[src/rtl/reg_readback_responder_if.sv]
// Bus and dump-port bundle for reg_readback_responder.
//
// Parameter WID is the shadow register width. It must match the WID of the
// responder that this interface is connected to.
//
// Bus group    : cs_i, cyc_i, stb_i, we_i, adr_i, dat_i  (master -> slave)
//                ack_o, dat_o                           (slave -> master)
// Dump group   : dump_i, drdy_i                         (master -> slave)
//                dv_o, dadr_o, ddat_o, dbusy_o          (slave -> master)
// Debug group  : dbg_bus_state  (1 = ACK)               (slave -> master)
//                dbg_dump_state (1 = D_SEND)            (slave -> master)
//
// Handshake semantics:
//   Bus  : the master raises cs_i & cyc_i & stb_i for one request. The slave
//          answers with ack_o one cycle later. ack_o then follows cyc_i & stb_i.
//          The transaction ends in the first cycle where either cyc_i or
//          stb_i is low.
//   Dump : a beat transfers on every rising edge where dv_o & drdy_i. While
//          dv_o is high and drdy_i is low, dadr_o and ddat_o hold steady.
interface reg_readback_responder_if #(
  parameter int WID = 16
);
  logic           cs_i;
  logic           cyc_i;
  logic           stb_i;
  logic           we_i;
  logic [3:0]     adr_i;
  logic [WID-1:0] dat_i;
  logic           ack_o;
  logic [WID-1:0] dat_o;

  logic           dump_i;
  logic           dv_o;
  logic           drdy_i;
  logic [3:0]     dadr_o;
  logic [WID-1:0] ddat_o;
  logic           dbusy_o;

  logic           dbg_bus_state;
  logic           dbg_dump_state;

  modport master (
    output cs_i, cyc_i, stb_i, we_i, adr_i, dat_i, dump_i, drdy_i,
    input  ack_o, dat_o, dv_o, dadr_o, ddat_o, dbusy_o,
    input  dbg_bus_state, dbg_dump_state
  );

  modport slave (
    input  cs_i, cyc_i, stb_i, we_i, adr_i, dat_i, dump_i, drdy_i,
    output ack_o, dat_o, dv_o, dadr_o, ddat_o, dbusy_o,
    output dbg_bus_state, dbg_dump_state
  );
endinterface

[src/rtl/reg_readback_responder.sv]
// reg_readback_responder
//
// This block holds a 16 x WID shadow register store.
//   - A simple request/acknowledge bus writes the store and reads it back.
//   - An optional dump engine streams all 16 entries out over a valid/ready
//     port, in order from index 0 to index 15.
//
// Build option: define REG_READBACK_DUMP_EN to include the dump engine.
// If the macro is not defined, the dump outputs are tied to 0, and dump_i and
// drdy_i are ignored.
//
// Ports:
//   clk_i  : system clock. All state changes on its rising edge.
//   rst_i  : asynchronous, active-high reset. It idles both FSMs and clears
//            the outputs. It does not touch the shadow store.
//   bus    : reg_readback_responder_if.slave. Carries the bus signals, the
//            dump signals and the FSM debug state.
module reg_readback_responder #(
  parameter int WID = 16
) (
  input  logic                    clk_i,
  input  logic                    rst_i,
  reg_readback_responder_if.slave bus
);

  typedef enum logic {IDLE, ACK} bus_state_t;

  bus_state_t     state, state_nxt;
  logic           req;
  logic           wr_en;
  logic           rd_en;
  logic           ack;
  logic [WID-1:0] dat_q;
  logic [WID-1:0] mem [16];

  assign req = bus.cs_i & bus.cyc_i & bus.stb_i;

  always_ff @(posedge clk_i or posedge rst_i) begin
    if (rst_i) state <= IDLE;
    else       state <= state_nxt;
  end

  // A store access happens only on the IDLE->ACK edge. Because of this, a
  // request held through ACK never writes a second time.
  always_comb begin
    state_nxt = state;
    ack       = 1'b0;
    wr_en     = 1'b0;
    rd_en     = 1'b0;
    case (state)
      IDLE: begin
        if (req) begin
          wr_en     = bus.we_i;
          rd_en     = ~bus.we_i;
          state_nxt = ACK;
        end
      end
      ACK: begin
        if (bus.cyc_i & bus.stb_i) ack = 1'b1;
        else                       state_nxt = IDLE;
      end
      default: state_nxt = IDLE;
    endcase
  end

  // The store has no reset. Its contents must survive rst_i.
  always_ff @(posedge clk_i) begin
    if (wr_en) mem[bus.adr_i] <= bus.dat_i;
  end

  // Readback register. A write loads it with the value being written.
  always_ff @(posedge clk_i or posedge rst_i) begin
    if (rst_i)      dat_q <= '0;
    else if (wr_en) dat_q <= bus.dat_i;
    else if (rd_en) dat_q <= mem[bus.adr_i];
  end

  assign bus.ack_o         = ack;
  assign bus.dat_o         = dat_q;
  assign bus.dbg_bus_state = (state == ACK);

`ifdef REG_READBACK_DUMP_EN
  typedef enum logic {D_IDLE, D_SEND} dump_state_t;

  localparam logic [3:0] LAST_IDX = 4'd15;

  dump_state_t    dstate, dstate_nxt;
  logic [3:0]     didx, didx_nxt;
  logic           dload;
  logic           dclear;
  logic [WID-1:0] dfetch;

  always_ff @(posedge clk_i or posedge rst_i) begin
    if (rst_i) dstate <= D_IDLE;
    else       dstate <= dstate_nxt;
  end

  always_comb begin
    dstate_nxt = dstate;
    didx_nxt   = didx;
    dload      = 1'b0;
    dclear     = 1'b0;
    case (dstate)
      D_IDLE: begin
        if (bus.dump_i) begin
          dstate_nxt = D_SEND;
          didx_nxt   = 4'd0;
          dload      = 1'b1;
        end
      end
      D_SEND: begin
        // dv_o is 1 throughout D_SEND, so drdy_i alone completes a beat.
        if (bus.drdy_i) begin
          if (didx == LAST_IDX) begin
            dstate_nxt = D_IDLE;
            didx_nxt   = 4'd0;
            dclear     = 1'b1;
          end else begin
            didx_nxt = didx + 4'd1;
            dload    = 1'b1;
          end
        end
      end
      default: dstate_nxt = D_IDLE;
    endcase
  end

  // A bus write that lands on the entry being fetched in the same cycle is
  // forwarded, so the dump sees the new value and not the stale one.
  always_comb begin
    dfetch = mem[didx_nxt];
    if (wr_en && (bus.adr_i == didx_nxt)) dfetch = bus.dat_i;
  end

  // ddat_o is captured once per entry. Later writes to that entry do not
  // disturb the beat that is already presented.
  always_ff @(posedge clk_i or posedge rst_i) begin
    if (rst_i) begin
      didx    <= 4'd0;
      bus.ddat_o <= '0;
    end else begin
      didx <= didx_nxt;
      if (dload)       bus.ddat_o <= dfetch;
      else if (dclear) bus.ddat_o <= '0;
    end
  end

  assign bus.dv_o           = (dstate == D_SEND);
  assign bus.dbusy_o        = (dstate == D_SEND);
  assign bus.dadr_o         = didx;
  assign bus.dbg_dump_state = (dstate == D_SEND);
`else
  logic unused_dump_inputs;
  assign unused_dump_inputs = bus.dump_i ^ bus.drdy_i;

  assign bus.dv_o           = 1'b0;
  assign bus.dbusy_o        = 1'b0;
  assign bus.dadr_o         = 4'd0;
  assign bus.ddat_o         = '0;
  assign bus.dbg_dump_state = 1'b0;
`endif

endmodule

[src/flat_wrapper.sv]
// flat-port wrapper written by rule: the top's interface ports become plain ports
module reg_readback_responder_flat 
#(
  parameter int WID = 16
)
  (clk_i, rst_i, bus_cs_i, bus_cyc_i, bus_stb_i, bus_we_i, bus_adr_i, bus_dat_i, bus_dump_i, bus_drdy_i, bus_ack_o, bus_dat_o, bus_dv_o, bus_dadr_o, bus_ddat_o, bus_dbusy_o, bus_dbg_bus_state, bus_dbg_dump_state);
  reg_readback_responder_if #(.WID(WID)) bus_i ();
  input  logic clk_i;
  input  logic rst_i;
  input wire logic [$bits(bus_i.cs_i)-1:0] bus_cs_i;
  input wire logic [$bits(bus_i.cyc_i)-1:0] bus_cyc_i;
  input wire logic [$bits(bus_i.stb_i)-1:0] bus_stb_i;
  input wire logic [$bits(bus_i.we_i)-1:0] bus_we_i;
  input wire logic [$bits(bus_i.adr_i)-1:0] bus_adr_i;
  input wire logic [$bits(bus_i.dat_i)-1:0] bus_dat_i;
  input wire logic [$bits(bus_i.dump_i)-1:0] bus_dump_i;
  input wire logic [$bits(bus_i.drdy_i)-1:0] bus_drdy_i;
  output wire logic [$bits(bus_i.ack_o)-1:0] bus_ack_o;
  output wire logic [$bits(bus_i.dat_o)-1:0] bus_dat_o;
  output wire logic [$bits(bus_i.dv_o)-1:0] bus_dv_o;
  output wire logic [$bits(bus_i.dadr_o)-1:0] bus_dadr_o;
  output wire logic [$bits(bus_i.ddat_o)-1:0] bus_ddat_o;
  output wire logic [$bits(bus_i.dbusy_o)-1:0] bus_dbusy_o;
  output wire logic [$bits(bus_i.dbg_bus_state)-1:0] bus_dbg_bus_state;
  output wire logic [$bits(bus_i.dbg_dump_state)-1:0] bus_dbg_dump_state;
  assign bus_i.cs_i = bus_cs_i;
  assign bus_i.cyc_i = bus_cyc_i;
  assign bus_i.stb_i = bus_stb_i;
  assign bus_i.we_i = bus_we_i;
  assign bus_i.adr_i = bus_adr_i;
  assign bus_i.dat_i = bus_dat_i;
  assign bus_i.dump_i = bus_dump_i;
  assign bus_i.drdy_i = bus_drdy_i;
  assign bus_ack_o = bus_i.ack_o;
  assign bus_dat_o = bus_i.dat_o;
  assign bus_dv_o = bus_i.dv_o;
  assign bus_dadr_o = bus_i.dadr_o;
  assign bus_ddat_o = bus_i.ddat_o;
  assign bus_dbusy_o = bus_i.dbusy_o;
  assign bus_dbg_bus_state = bus_i.dbg_bus_state;
  assign bus_dbg_dump_state = bus_i.dbg_dump_state;
  reg_readback_responder #(.WID(WID)) u_core (.clk_i(clk_i), .rst_i(rst_i), .bus(bus_i));
endmodule
[config.mk]
export PLATFORM = sky130hd
export DESIGN_NAME = reg_readback_responder_flat
export DESIGN_NICKNAME = d
export VERILOG_FILES = /design/src/rtl/reg_readback_responder_if.sv /design/src/rtl/reg_readback_responder.sv /design/src/flat_wrapper.sv
export SDC_FILE = /design/constraint.sdc
export NUM_CORES = 1
export LEC_CHECK = 0
export BUFFER_PORTS_ARGS = -buffer_cell sky130_fd_sc_hd__buf_2
export CAP_MARGIN = 15
export CELL_PAD_IN_SITES_DETAIL_PLACEMENT = 1
export CELL_PAD_IN_SITES_GLOBAL_PLACEMENT = 2
export CORE_MARGIN = 2
export CORE_UTILIZATION = 36
export CTS_CLUSTER_DIAMETER = 80
export DETAILED_ROUTE_END_ITERATION = 6
export GPL_ROUTABILITY_DRIVEN = 0
export PLACE_DENSITY_LB_ADDON = 0.12
export SETUP_SLACK_MARGIN = 0.5
export SYNTH_ARGS = -nofsm -noshare
export SYNTH_HDL_FRONTEND = slang
export SYNTH_SLANG_ARGS = --single-unit
export TNS_END_PERCENT = 5
[constraint.sdc]
create_clock -name clk_i -period 3.13 [get_ports clk_i]
set_input_delay 0 -clock clk_i [delete_from_list [all_inputs] [get_ports clk_i]]
set_output_delay 0 -clock clk_i [all_outputs]
set_load 0.03 [all_outputs]
After elaboration in Yosys (flattened, before gate mapping)
Memory sizes are Yosys's and may differ from the RTL's. A register that Yosys moved wholly into a read port is not among the register bits.
Cells that the tools add are included.
Storage, ports and cells
  register bits after elaboration: 1
  bits in writable memories: 256
  bits of input ports: 28
  logic and storage cells: 18
  memories kept: 1
Memories
  u_core.mem: words 16, width 16, read ports 1, clocked after memory_dff 1, write ports 1, line reg_readback_responder.sv:34  | logic [WID-1:0] mem [16];
Cells by class
  multiplexer cells: 10
  bitwise operators: 5
  reduce and logical (&&, ||, !) cells: 1
Operator list (number)
  $mux W1: 9
  $and A1 B1 Y1: 3
  $not A1 Y1: 2
  $pmux W1 S2: 1
  $reduce_bool A2 Y1: 1

Depth between registers and ports, before layout
  depth in word-level cells: 6
  mapped depth: 8
  depth with buffers taken out: 4

Least setup slack after synthesis
Ideal clock, no wire load.
  kind: register -> register
  from: reg u_core.state (netlist: u_core.bus.dbg_bus_state)
  to: mem u_core.mem[0][0], enable pin
  library setup time: 388 ps
  arrival time: 2223 ps
  slack: 518 ps
  cell stages (with the launch flop): 6
  buffers on the path: 2
  clock period less this slack: 2612 ps
  path through: dfrtp_1 -> and4b_1 -> clkbuf_1 -> clkbuf_1 -> nand4_1 -> nor2_1
Between the ends
  word-level cells in the longest chain between the ends: 3
RTL lines
  start, declared: line reg_readback_responder.sv:28  | bus_state_t state, state_nxt;
  start signal, assigned: line reg_readback_responder.sv:40  | else state <= state_nxt;
  $mux W1: line reg_readback_responder.sv:50  | case (state)
  $mux W1: line reg_readback_responder.sv:68  | if (wr_en) mem[bus.adr_i] <= bus.dat_i;
  $mux W1 (not written as such): line reg_readback_responder.sv:68
  end, declared: line reg_readback_responder.sv:34
Every way passes these cells.

Final worst setup path
  from: reg u_core.state (netlist: u_core.bus.dbg_bus_state)
  to: reg u_core.dat_q[13] (netlist: u_core.bus.dat_o[13]), read port of u_core.mem
Between the ends
  word-level cells in the longest chain between the ends: 2
RTL lines
  $mux W1: line reg_readback_responder.sv:50
  $reduce_bool A2 Y1 (no source line) *
  end, declared: line reg_readback_responder.sv:33  | logic [WID-1:0] dat_q;
Mark *: on every way between the ends. The rest lies on a longest branch, timed or not.

==> flow_metrics.tcl <==
set metrics [dict create \
    synth-edff-count 256 \
    clock-sinks 273 \
    antenna_found_initial 0 \
    cts_tree "built" \
    drt-initial-drc-count 274 \
    viasPerCell 5.184 \
    hp-class "input pin to async pin" \
    ir_drop_mv 0.4271 \
    power.internal_mw 6.531 \
    diodes 0 \
    synth_cell_types 40 \
    cts_made_buffers 30 \
    synth_seq_cells 273 \
    preCtsSetupSlack_ps 672.7 \
    dieArea_sq_mm 0.03170 \
    wl_per_cell_um 25.57 \
    cp_max_fo 28 \
    worstMarginPinSlew_ps 838.7 \
    post_dp_cell_area_sq_mm 0.01161 \
    die_w_um 178.1 \
    die_h_um 178.1 \
    dp_hpwl_um 15500 \
    grt_max_degree 38 \
    vias 5319 \
    setup-tns-final_ps 0 \
    layoutNonFillerInstCount 1026 \
    overflow 0 \
    final_common_cell "edfxtp_1" \
    grt_pass1_wl_um 38380 \
    clockPowerShare 0.442 \
    async_reset_ff_frac 0.06227 \
    wirelength_um 26230 \
    rr_worst_depth 5 \
    rsz0062_at_grt "false" \
    area_growth_pct 18.04 \
    grt_pass1_vias 5692 \
    setup_viol 0 \
    netlist_area_sq_mm 0.01091 \
    power_frac_seq 0.490 \
    stdcell_area_sq_mm 0.01287 \
    yosys_warnings 0 \
    clk_path_buf_depth 3 \
    io_buffer_count 43 \
    start_util 0.3670 \
    rows 63 \
    yosysSeqAreaShare 0.7439 \
    synth_top_flop_cell "edfxtp_1" \
    n_fill_cell 2757 \
    finalWorstSetupSlack_ps 683.0 \
    worstPathRequired_ps 3540 \
    htreeDepth 1 \
    ant_nets 0 \
    period_share 0.7818 \
    cp.arrival_ps 2860 \
    max_freq_ghz 0.4087 \
    p_comb_frac 0.068 \
    dp.cells 950 \
    io_pins 69 \
    critPathLaunchType "flop" \
    leakage_nw 4.307 \
    most-common-layout-cells "256 x edfxtp_1, 42 x buf_2, 36 x mux4_2" \
    clk_pin_slew_worst_paths_ps 60 \
    syn-instance-count 518 \
    skew_ps 23.95 \
    nets 641 \
    syn_area_per_cell_sq_um 21.05 \
    insertion_delay_ps 550 \
    status "completed" \
    crit_type "flop to flop" \
    first_pass_iters 4 \
    finalCriticalPeriod_ps 2447 \
    final_layout_size_suffix_gt1_frac 0.2893 \
    maxSlewViolCount 0 \
    drv_cap 0 \
    drc 0 \
    p_sw_mw 1.782 \
    swShare 0.2143 \
    slew_headroom 0.4409 \
    core-area_sq_mm 0.02972 \
    power_density_mw_per_mm2 645.8 \
    finalHoldViolations 0 \
    endpoint_kind "flop" \
    grt_use_total 0.1705 \
    clockRootBuffer "clkbuf_16" \
]
-- worst max-delay path, cell delays in order, from the launching register on --
cell	delay [ps]
dfrtp_1	400
and4b_1	620
buf_4	440
nand2b_1	320
a221oi_1	390
a21oi_1	110
-- cells in the mapped netlist (2+ instances only) --
master / instances / area, sq um
edfxtp_1: 256 / 7687
mux4_2: 36 / 810.8
mux4_1: 25 / 656.9
buf_4: 23 / 172.7
dfrtp_1: 17 / 425.4
nor2_1: 17 / 63.81
o21ai_0: 17 / 85.08
nand3b_1: 16 / 120.1
a21oi_1: 14 / 70.07
a22o_1: 9 / 78.83
a221oi_1: 8 / 70.07
clkbuf_1: 8 / 30.03
clkbuf_8: 8 / 110.1
a22oi_1: 7 / 52.55
buf_2: 6 / 30.03
a221oi_2: 5 / 75.07
mux2i_1: 5 / 50.05
buf_6: 4 / 45.04
nand4_1: 4 / 25.02
inv_1: 3 / 11.26
mux2_2: 3 / 33.78
nand2_1: 3 / 11.26
nand2b_1: 3 / 18.77
a31oi_1: 2 / 12.51
and2b_2: 2 / 17.52
buf_8: 2 / 30.03
o22ai_1: 2 / 12.51
-- power by group through the flow --
stage          combinational (mW)  clock (mW)  sequential [mW]
2_1_floorplan               0.295           0             4.24
3_3_place_gp                0.542           0             4.15
3_5_place_dp                0.550           0             4.15
4_1_cts                     0.571        3.76             4.08
5_1_grt                     0.613        3.90             4.08
6_report                    0.565        3.67             4.08
-- worst paths after layout --
| check | from | end | slack [ps] |
|---|---|---|---|
| setup reg to reg | u_core.bus.dbg_bus_state$_DFF_PP0_ | u_core.bus.dat_o[13]$_DFFE_PP0P_ | 680 |
| hold / removal | rst_i | u_core.bus.dat_o[3]$_DFFE_PP0P_ | 2 |
| max in group asynchronous | rst_i | u_core.bus.dat_o[7]$_DFFE_PP0P_ | 2640 |
| hold reg to reg | u_core.bus.dat_o[7]$_DFFE_PP0P_ | u_core.bus.dat_o[7]$_DFFE_PP0P_ | 570 |
| setup / recovery | u_core.bus.dbg_bus_state$_DFF_PP0_ | u_core.bus.dat_o[13]$_DFFE_PP0P_ | 680 |
| min in group clk_i | bus_adr_i[0] | u_core.bus.dat_o[6]$_DFFE_PP0P_ | 40 |
-- kinds of logic (layout without fill, tap and decap cells) --
logic type | Yosys count | after routing | share of synthesized area
AOI/OAI and AO/OA | 66 | 66 | 0.04360
DFF | 273 | 273 | 0.7439
buffers and inverters | 57 | 153 | 0.04199
muxes | 69 | 69 | 0.1423
and+or+nand+nor | 52 | 52 | 0.02788
other | 1 | 23 | 0.0003439
-- through the flow --
stage	utilization	power, mW	hold slack (ps)
6_report	0.4332	8.313	1.908
5_1_grt	0.4332	8.599	22.41
4_1_cts	0.4322	8.412	16.70
3_5_place_dp	0.3906	4.703	252.1
3_3_place_gp	0.3906	4.694	246.1
2_1_floorplan	-	4.532	-73.93
-- state kept, by name, indices dropped and copies added (netlist names) --
| signal | count |
|---|---|
| u_core.mem | 256 |
| u_core.bus.dat_o | 16 |
| u_core.bus.dbg_bus_state | 1 |
-- routing by layer --
layer,global-route usage,vias to the layer above,share of wire
li1,-,2321,-
met1,0.2309,2844,0.44
met2,0.2967,128,0.51
met3,0.02259,26,0.036
met4,0.03279,0,0.015
met5,0,-,0
-- cell type report --
type | instances | area, sq um | share of cell area
clock inverter | 17 | 235.2 | 0.01827
inverter | 3 | 11.26 | 0.0008748
timing repair buffer | 95 | 765.7 | 0.05949
multi-input combinational | 210 | 2457 | 0.1909
sequential | 273 | 8113 | 0.6303
tap | 390 | 488.0 | 0.03791
clock buffer | 38 | 802.0 | 0.06231
-- timing repair --
action | in CTS | in global routing
setup buffers | 0 | 0
resized for setup | 0 | 0
hold buffers | 20 | 0
endpoints found under the hold margin | 288 | 0
setup endpoints to repair | 0 | 0
Power figures use the tool's default switching activity.
